--- src/rtl/fadd_pipe.sv ---
// Three-stage pipelined IEEE-754 adder/subtractor with valid/ready flow control,
// four rounding modes, gradual underflow and sticky accumulated exception flags.
module fadd_pipe #(
  parameter int exp  = 8,
  parameter int frac = 23
) (
  input  logic              clk,
  input  logic              rst_n,
  input  logic              in_valid,
  output logic              in_ready,
  input  logic [exp+frac:0] a,
  input  logic [exp+frac:0] b,
  input  logic              op,
  input  logic [1:0]        round_mode,
  output logic              out_valid,
  input  logic              out_ready,
  output logic [exp+frac:0] r,
  output logic [4:0]        flags,
  output logic [4:0]        flags_acc,
  input  logic              flags_clr
);
  localparam int W  = exp + frac + 1;
  localparam int XW = frac + 4;
  localparam logic [exp-1:0] E_ONES = '1;
  localparam logic [exp-1:0] E_ONE  = exp'(1);
  localparam logic [exp-1:0] E_XW   = exp'(XW);
  localparam logic [exp:0]   X_ONE  = (exp+1)'(1);
  localparam logic [1:0] RNE = 2'b00, RTZ = 2'b01, RUP = 2'b10, RDN = 2'b11;

  function automatic logic round_inc(input logic [1:0] rm, input logic sign,
                                     input logic lsb, input logic g, input logic rs);
    case (rm)
      RNE:     return g & (rs | lsb);
      RTZ:     return 1'b0;
      RUP:     return (g | rs) & !sign;
      default: return (g | rs) & sign;
    endcase
  endfunction

  function automatic logic [W-1:0] ovf_result(input logic [1:0] rm, input logic sign);
    if (rm == RNE || (rm == RUP && !sign) || (rm == RDN && sign))
      return {sign, E_ONES, {frac{1'b0}}};
    return {sign, {(exp-1){1'b1}}, 1'b0, {frac{1'b1}}};
  endfunction

  logic adv;
  assign adv      = !out_valid || out_ready;
  assign in_ready = adv;

  logic           sa, sb, a_nan, b_nan, a_inf, b_inf, swap, stk;
  logic [exp-1:0] ea, eb, e_big, e_sml, eff_big, eff_sml, diff;
  logic [frac-1:0] fa, fb, f_big, f_sml;
  logic [XW-1:0]  ext_sml, aligned;
  logic           special_s1, inv_s1;
  logic [W-1:0]   spec_s1;

  assign sa    = a[W-1];
  assign sb    = b[W-1] ^ op;
  assign ea    = a[W-2:frac];
  assign eb    = b[W-2:frac];
  assign fa    = a[frac-1:0];
  assign fb    = b[frac-1:0];
  assign a_nan = (ea == E_ONES) && (fa != '0);
  assign b_nan = (eb == E_ONES) && (fb != '0);
  assign a_inf = (ea == E_ONES) && (fa == '0);
  assign b_inf = (eb == E_ONES) && (fb == '0);
  assign swap  = {eb, fb} > {ea, fa};
  assign e_big = swap ? eb : ea;
  assign e_sml = swap ? ea : eb;
  assign f_big = swap ? fb : fa;
  assign f_sml = swap ? fa : fb;

  always_comb begin
    special_s1 = 1'b0;
    inv_s1     = 1'b0;
    spec_s1    = '0;
    if (a_nan || b_nan || (a_inf && b_inf && (sa != sb))) begin
      special_s1 = 1'b1;
      inv_s1     = 1'b1;
      spec_s1    = {1'b0, E_ONES, 1'b1, {(frac-1){1'b0}}};
    end else if (a_inf) begin
      special_s1 = 1'b1;
      spec_s1    = {sa, ea, fa};
    end else if (b_inf) begin
      special_s1 = 1'b1;
      spec_s1    = {sb, eb, fb};
    end
  end

  // Subnormals align as if their exponent were 1; shifted-out bits collapse into sticky.
  always_comb begin
    eff_big = (e_big == '0) ? E_ONE : e_big;
    eff_sml = (e_sml == '0) ? E_ONE : e_sml;
    diff    = eff_big - eff_sml;
    ext_sml = {e_sml != '0, f_sml, 3'b000};
    if (diff >= E_XW) begin
      aligned = '0;
      stk     = |ext_sml;
    end else begin
      aligned = ext_sml >> diff;
      stk     = |(ext_sml & ~({XW{1'b1}} << diff));
    end
    aligned[0] = aligned[0] | stk;
  end

  // Stage 1 register: aligned operands
  logic           vld_p1, special_p1, inv_p1, sign_p1, sub_p1;
  logic [1:0]     rm_p1;
  logic [W-1:0]   spec_p1;
  logic [exp-1:0] exp_p1;
  logic [XW-1:0]  big_p1, sml_p1;

  always_ff @(posedge clk) begin
    if (adv) begin
      special_p1 <= special_s1;
      inv_p1     <= inv_s1;
      spec_p1    <= spec_s1;
      sign_p1    <= swap ? sb : sa;
      sub_p1     <= sa ^ sb;
      rm_p1      <= round_mode;
      exp_p1     <= eff_big;
      big_p1     <= {e_big != '0, f_big, 3'b000};
      sml_p1     <= aligned;
    end
  end

  logic [XW:0]   sum;
  logic [XW-1:0] norm;
  logic [exp:0]  e_n;
  logic          sign_n;
  int            lz, lim, sh;

  always_comb begin
    sum = sub_p1 ? ({1'b0, big_p1} - {1'b0, sml_p1}) : ({1'b0, big_p1} + {1'b0, sml_p1});
    lz  = XW;
    for (int i = 0; i < XW; i++)
      if (sum[i]) lz = XW - 1 - i;
    lim = int'(exp_p1) - 1;
    sh  = (lz < lim) ? lz : lim;
    if (sum[XW]) begin
      norm = {sum[XW:2], sum[1] | sum[0]};
      e_n  = {1'b0, exp_p1} + X_ONE;
    end else begin
      norm = sum[XW-1:0] << sh;
      e_n  = {1'b0, exp_p1} - (exp+1)'(sh);
    end
    sign_n = (sum == '0 && sub_p1) ? (rm_p1 == RDN) : sign_p1;
  end

  // Stage 2 register: normalized magnitude
  logic           vld_p2, special_p2, inv_p2, sign_p2;
  logic [1:0]     rm_p2;
  logic [W-1:0]   spec_p2;
  logic [exp:0]   exp_p2;
  logic [XW-1:0]  norm_p2;

  always_ff @(posedge clk) begin
    if (adv) begin
      special_p2 <= special_p1;
      inv_p2     <= inv_p1;
      spec_p2    <= spec_p1;
      sign_p2    <= sign_n;
      rm_p2      <= rm_p1;
      exp_p2     <= e_n;
      norm_p2    <= norm;
    end
  end

  logic [frac:0]   kept;
  logic [frac+1:0] rnd;
  logic [exp:0]    e_r;
  logic [frac-1:0] f_r;
  logic            g, rs, inexact, tiny, carry, hidden, ovf;
  logic [W-1:0]    r_n;
  logic [4:0]      flags_n;

  always_comb begin
    kept    = norm_p2[XW-1:3];
    g       = norm_p2[2];
    rs      = |norm_p2[1:0];
    inexact = g | rs;
    tiny    = !norm_p2[XW-1];
    rnd     = {1'b0, kept} + {{(frac+1){1'b0}}, round_inc(rm_p2, sign_p2, kept[0], g, rs)};
    carry   = rnd[frac+1];
    hidden  = carry | rnd[frac];
    e_r     = carry ? exp_p2 + X_ONE : exp_p2;
    f_r     = carry ? rnd[frac:1] : rnd[frac-1:0];
    ovf     = e_r >= {1'b0, E_ONES};
    if (special_p2) begin
      r_n     = spec_p2;
      flags_n = {inv_p2, 4'b0000};
    end else if (ovf) begin
      r_n     = ovf_result(rm_p2, sign_p2);
      flags_n = 5'b00101;
    end else begin
      r_n     = {sign_p2, hidden ? e_r[exp-1:0] : {exp{1'b0}}, f_r};
      flags_n = {3'b000, tiny & inexact, inexact};
    end
  end

  // Stage 3 register: packed result, control and sticky flags
  always_ff @(posedge clk or negedge rst_n) begin
    if (!rst_n) begin
      vld_p1    <= 1'b0;
      vld_p2    <= 1'b0;
      out_valid <= 1'b0;
      r         <= '0;
      flags     <= '0;
      flags_acc <= '0;
    end else begin
      if (adv) begin
        vld_p1    <= in_valid;
        vld_p2    <= vld_p1;
        out_valid <= vld_p2;
        if (vld_p2) begin
          r     <= r_n;
          flags <= flags_n;
        end
      end
      if (out_valid && out_ready)
        flags_acc <= flags_clr ? flags : (flags_acc | flags);
      else if (flags_clr)
        flags_acc <= '0;
    end
  end
endmodule

--- config.mk ---
export PLATFORM = sky130hd
export DESIGN_NAME = fadd_pipe
export DESIGN_NICKNAME = d
export VERILOG_FILES = /design/src/rtl/fadd_pipe.sv
export SDC_FILE = /design/constraint.sdc
export NUM_CORES = 1
export LEC_CHECK = 0
export ABC_AREA = 1
export BUFFER_PORTS_ARGS = -buffer_cell sky130_fd_sc_hd__buf_4
export CAP_MARGIN = 20
export CORE_AREA = 2 2 189 191
export CTS_CLUSTER_SIZE = 40
export DETAILED_ROUTE_END_ITERATION = 12
export DIE_AREA = 0 0 191 193
export PLACE_DENSITY = 0.8
export SYNTH_ARGS = -nofsm -noshare
export SYNTH_HDL_FRONTEND = slang
export SYNTH_SLANG_ARGS = --single-unit
--- constraint.sdc ---
create_clock -name clk -period 11.3 [get_ports clk]
set_clock_uncertainty 0.05 [all_clocks]
set_input_delay 2.26 -clock clk [delete_from_list [all_inputs] [get_ports clk]]
set_output_delay 2.26 -clock clk [all_outputs]
set_load 0.005 [all_outputs]
==> flow_metrics.env <==
export IMPL_dp_hpwl_mm=39.5
export IMPL_start_util_pct=49.4
export IMPL_yosysWarnings=0
export IMPL_first_pass_iters=7
export IMPL_synth_top_family_by_area="simple AND/OR/NAND/NOR gates"
export IMPL_reg2reg_depth=42
export IMPL_synth_simple_area_share_pct=27.7
export IMPL_yosysMostFrequentCell="nand2_1"
export IMPL_final_cells=2931
export IMPL_clock_latency_ns=0.54
export IMPL_p_int_uw=2730
export IMPL_netlist_area_um2=17300
export IMPL_tritoncts_num_buffers=23
export IMPL_cp_slowest_cell="inv_1"
export IMPL_cts_path_max_buffers=3
export IMPL_postSynthAreaPerCell_um2=7.30
export IMPL_switching_power_uw=2740
export IMPL_grt_pass1_wl_mm=80.0
export IMPL_die_w_um=191
export IMPL_dieArea_um2=36900
export IMPL_die_height_um=193
export IMPL_min_delay_path_class="reg2reg"
export IMPL_vias=16700
export IMPL_synthTopCellsByArea="edfxtp_1 (30%), nand2_1 (13%), ha_1 (7.7%)"
export IMPL_core_um2=35000
export IMPL_synth_xor_area_share_pct=2.74
export IMPL_min_period_ns=9.36
export IMPL_ios=116
export IMPL_wl_per_cell_um=17.1
export IMPL_dpl_cell_area_um2=18500
export IMPL_grt_usage_pct=27.0
export IMPL_combPwrFrac_pct=60.7
export IMPL_setup_worst_path_end_class="flop"
export IMPL_antenna_cells=0
export IMPL_fillers=3227
export IMPL_startpoint_type="input port"
export IMPL_p_per_area_nw_per_um2=284
export IMPL_port_buffers=113
export IMPL_peakVddDrop_v=0.000134
export IMPL_drive_gt1_share_pct=9.47
export IMPL_crit_required_ns=11.52
export IMPL_cts_tree="done"
export IMPL_critPathMaxFanout=30
export IMPL_fin_area_um2=19200
export IMPL_worst_slack_ns=1.94
export IMPL_synthFlopType="edfxtp_1"
export IMPL_ant_nets=0
export IMPL_synth_adder_area_share_pct=8.02
export IMPL_drv_cap=0
export IMPL_synth_top_cells_by_count="nand2_1 (618), inv_1 (297), nand3_1 (205), o21ai_0 (204), edfxtp_1 (170)"
export IMPL_synth_largest_area_cell="edfxtp_1"
export IMPL_yosysTopAreaCellShare_pct=29.5
export IMPL_globalplace_congestion=1.07
export IMPL_h_tree_depth=1
export IMPL_via_per_inst=5.71
export IMPL_worst_pin_slew_ns=0.879
export IMPL_finish_utilization_pct=55.0
export IMPL_rows=69
export IMPL_synth_edf_count=170
export IMPL_holdPathStages=0
export IMPL_power_frac_seq_pct=25.4
export IMPL_clockRootBuffer="clkbuf_16"
export IMPL_yosys_cell_types_count=67
export IMPL_cts_hold_buf=0
export IMPL_cts_sinks=213
export IMPL_synthMuxAreaShare_pct=0.290
export IMPL_grt_overflow_total=0
export IMPL_dpl_worst_slack_ns=1.63
export IMPL_p_sw_share_pct=50.1
export IMPL_hold_viol=0
export IMPL_postSynthCellCount=2369
export IMPL_post_cts_buffers=0
export IMPL_tns_ns=0
export IMPL_rsz0062_at_grt="false"
export IMPL_crit_type="in2reg"
export IMPL_finalMaxSlewViolations=0
export IMPL_clk_pin_slew_ns=0.07
export IMPL_drt_iter0_drc=1732
export IMPL_power_leakage_uw=0.00920
export IMPL_slowest_delay_ns=0.50
export IMPL_relSlewSlack_pct=41.3
export IMPL_max_freq_ghz=0.107
export IMPL_place_inst=2889
export IMPL_syn_to_final_growth_pct=11.3
export IMPL_status="complete, no violations"
export IMPL_finalSetupViolCount=0
export IMPL_grt_max_degree=89
export IMPL_synth_compound_area_share_pct=16.0
export IMPL_post_route_period_util_pct=82.8
export IMPL_synth_seq_area_share_pct=35.8
export IMPL_first_global_vias=15700
export IMPL_async_reset_ff_share_pct=20.2
export IMPL_crit_path_frequent_cell="o21ai_0"
export IMPL_ctsResizeCount=0
export IMPL_antenna_found_initial=0
export IMPL_drc=0
export IMPL_ys_ff_latch=213
export IMPL_clkPwrFrac_pct=13.9
export IMPL_worstPathArrival_ns=9.58
export IMPL_fin_nets=2634
export IMPL_drt_total_wl_mm=50.1
[cell families (layout without fill, tap and decap cells)]
logic type / Yosys count / after routing
AOI/OAI and AO/OA: 469 / 469
xor gates and xnor gates: 54 / 54
adders and majority gates: 109 / 109
buffers and inverters: 403 / 481
DFF: 213 / 213
muxes: 5 / 5
other: 1 / 24
and+or+nand+nor: 1115 / 1115
[metrics by stage]
step	hold WS (ns)	total power (uW)
6_report	0.359	5460
5_1_grt	0.360	5930
4_1_cts	0.347	5400
3_5_place_dp	0.355	4630
3_3_place_gp	0.351	4560
2_1_floorplan	0.350	3750
[sequential cells by signal (all words and copies together) (netlist names)]
name,flops
r,32
spec_p1,32
spec_p2,32
norm_p2,27
sml_p1,27
big_p1,24
exp_p2,9
exp_p1,8
flags,4
flags_acc,4
rm_p1,2
rm_p2,2
inv_p1,1
inv_p2,1
out_valid,1
sign_p1,1
sign_p2,1
special_p1,1
special_p2,1
sub_p1,1
vld_p1,1
vld_p2,1
[cell usage in the layout (no fill, tap or decap), types with 14 or more instances in the layout]
master	n
nand2_1	617
inv_1	296
nand3_1	205
o21ai_0	204
edfxtp_1	170
nor2_1	160
buf_4	130
a21oi_1	112
ha_1	106
xor2_1	47
dfrtp_1	43
nand4_1	30
nor3_1	29
o211ai_1	25
conb_1	24
clkbuf_16	23
nor4_1	18
or2_2	17
o21ai_1	15
o22ai_1	14
[critical path: cells and delay by family]
kind / cells / cell delay, ns
AOI/OAI and AO/OA: 15 / 2.69
xor gates and xnor gates: 1 / 0.15
adders and majority gates: 3 / 0.85
buffers and inverters: 7 / 1.29
and+or+nand+nor: 9 / 2.31
[layer usage]
| layer | global-route usage (%) | wire length, um | vias to the layer above |
|---|---|---|---|
| met1 | 36.0 | 21000 | 7716 |
| met4 | 9.06 | 1700 | 0 |
| met5 | 0 | 0 | - |
| met2 | 45.5 | 23400 | 750 |
| li1 | - | - | 8145 |
| met3 | 3.26 | 3930 | 135 |
[power groups by stage]
stage / sequential [uW] / combinational, uW / clock [uW]
floorplan: 1370 / 2380 / 0
global placement: 1390 / 3170 / 0
detailed placement: 1400 / 3230 / 0
CTS: 1390 / 3240 / 769
global route: 1420 / 3710 / 798
finish: 1390 / 3320 / 759
[final cells by class]
cell class              count  area [um^2]  area share (%)
clock buffers              31          666            3.46
multi-input cells        1776         9560            49.7
repair buffers            130          976            5.07
well taps                 461          577            3.00
clock inverters            11          111           0.579
inverters                 309         1170            6.08
flip-flops and latches    213         6180            32.1
[final timing paths]
path,to,slack [ns],startpoint
worst max-delay path,sml_p1[0],1.94,a[2]
min in group asynchronous,r[17],1.66,rst_n
worst max register to register,exp_p2[8],3.91,big_p1[8]
max in group asynchronous,r[27],9.16,rst_n
worst min-delay path,spec_p2[6],0.36,spec_p1[6]
worst min register to register,spec_p2[6],0.36,spec_p1[6]
No activity file was read; power rests on OpenSTA's default activity.
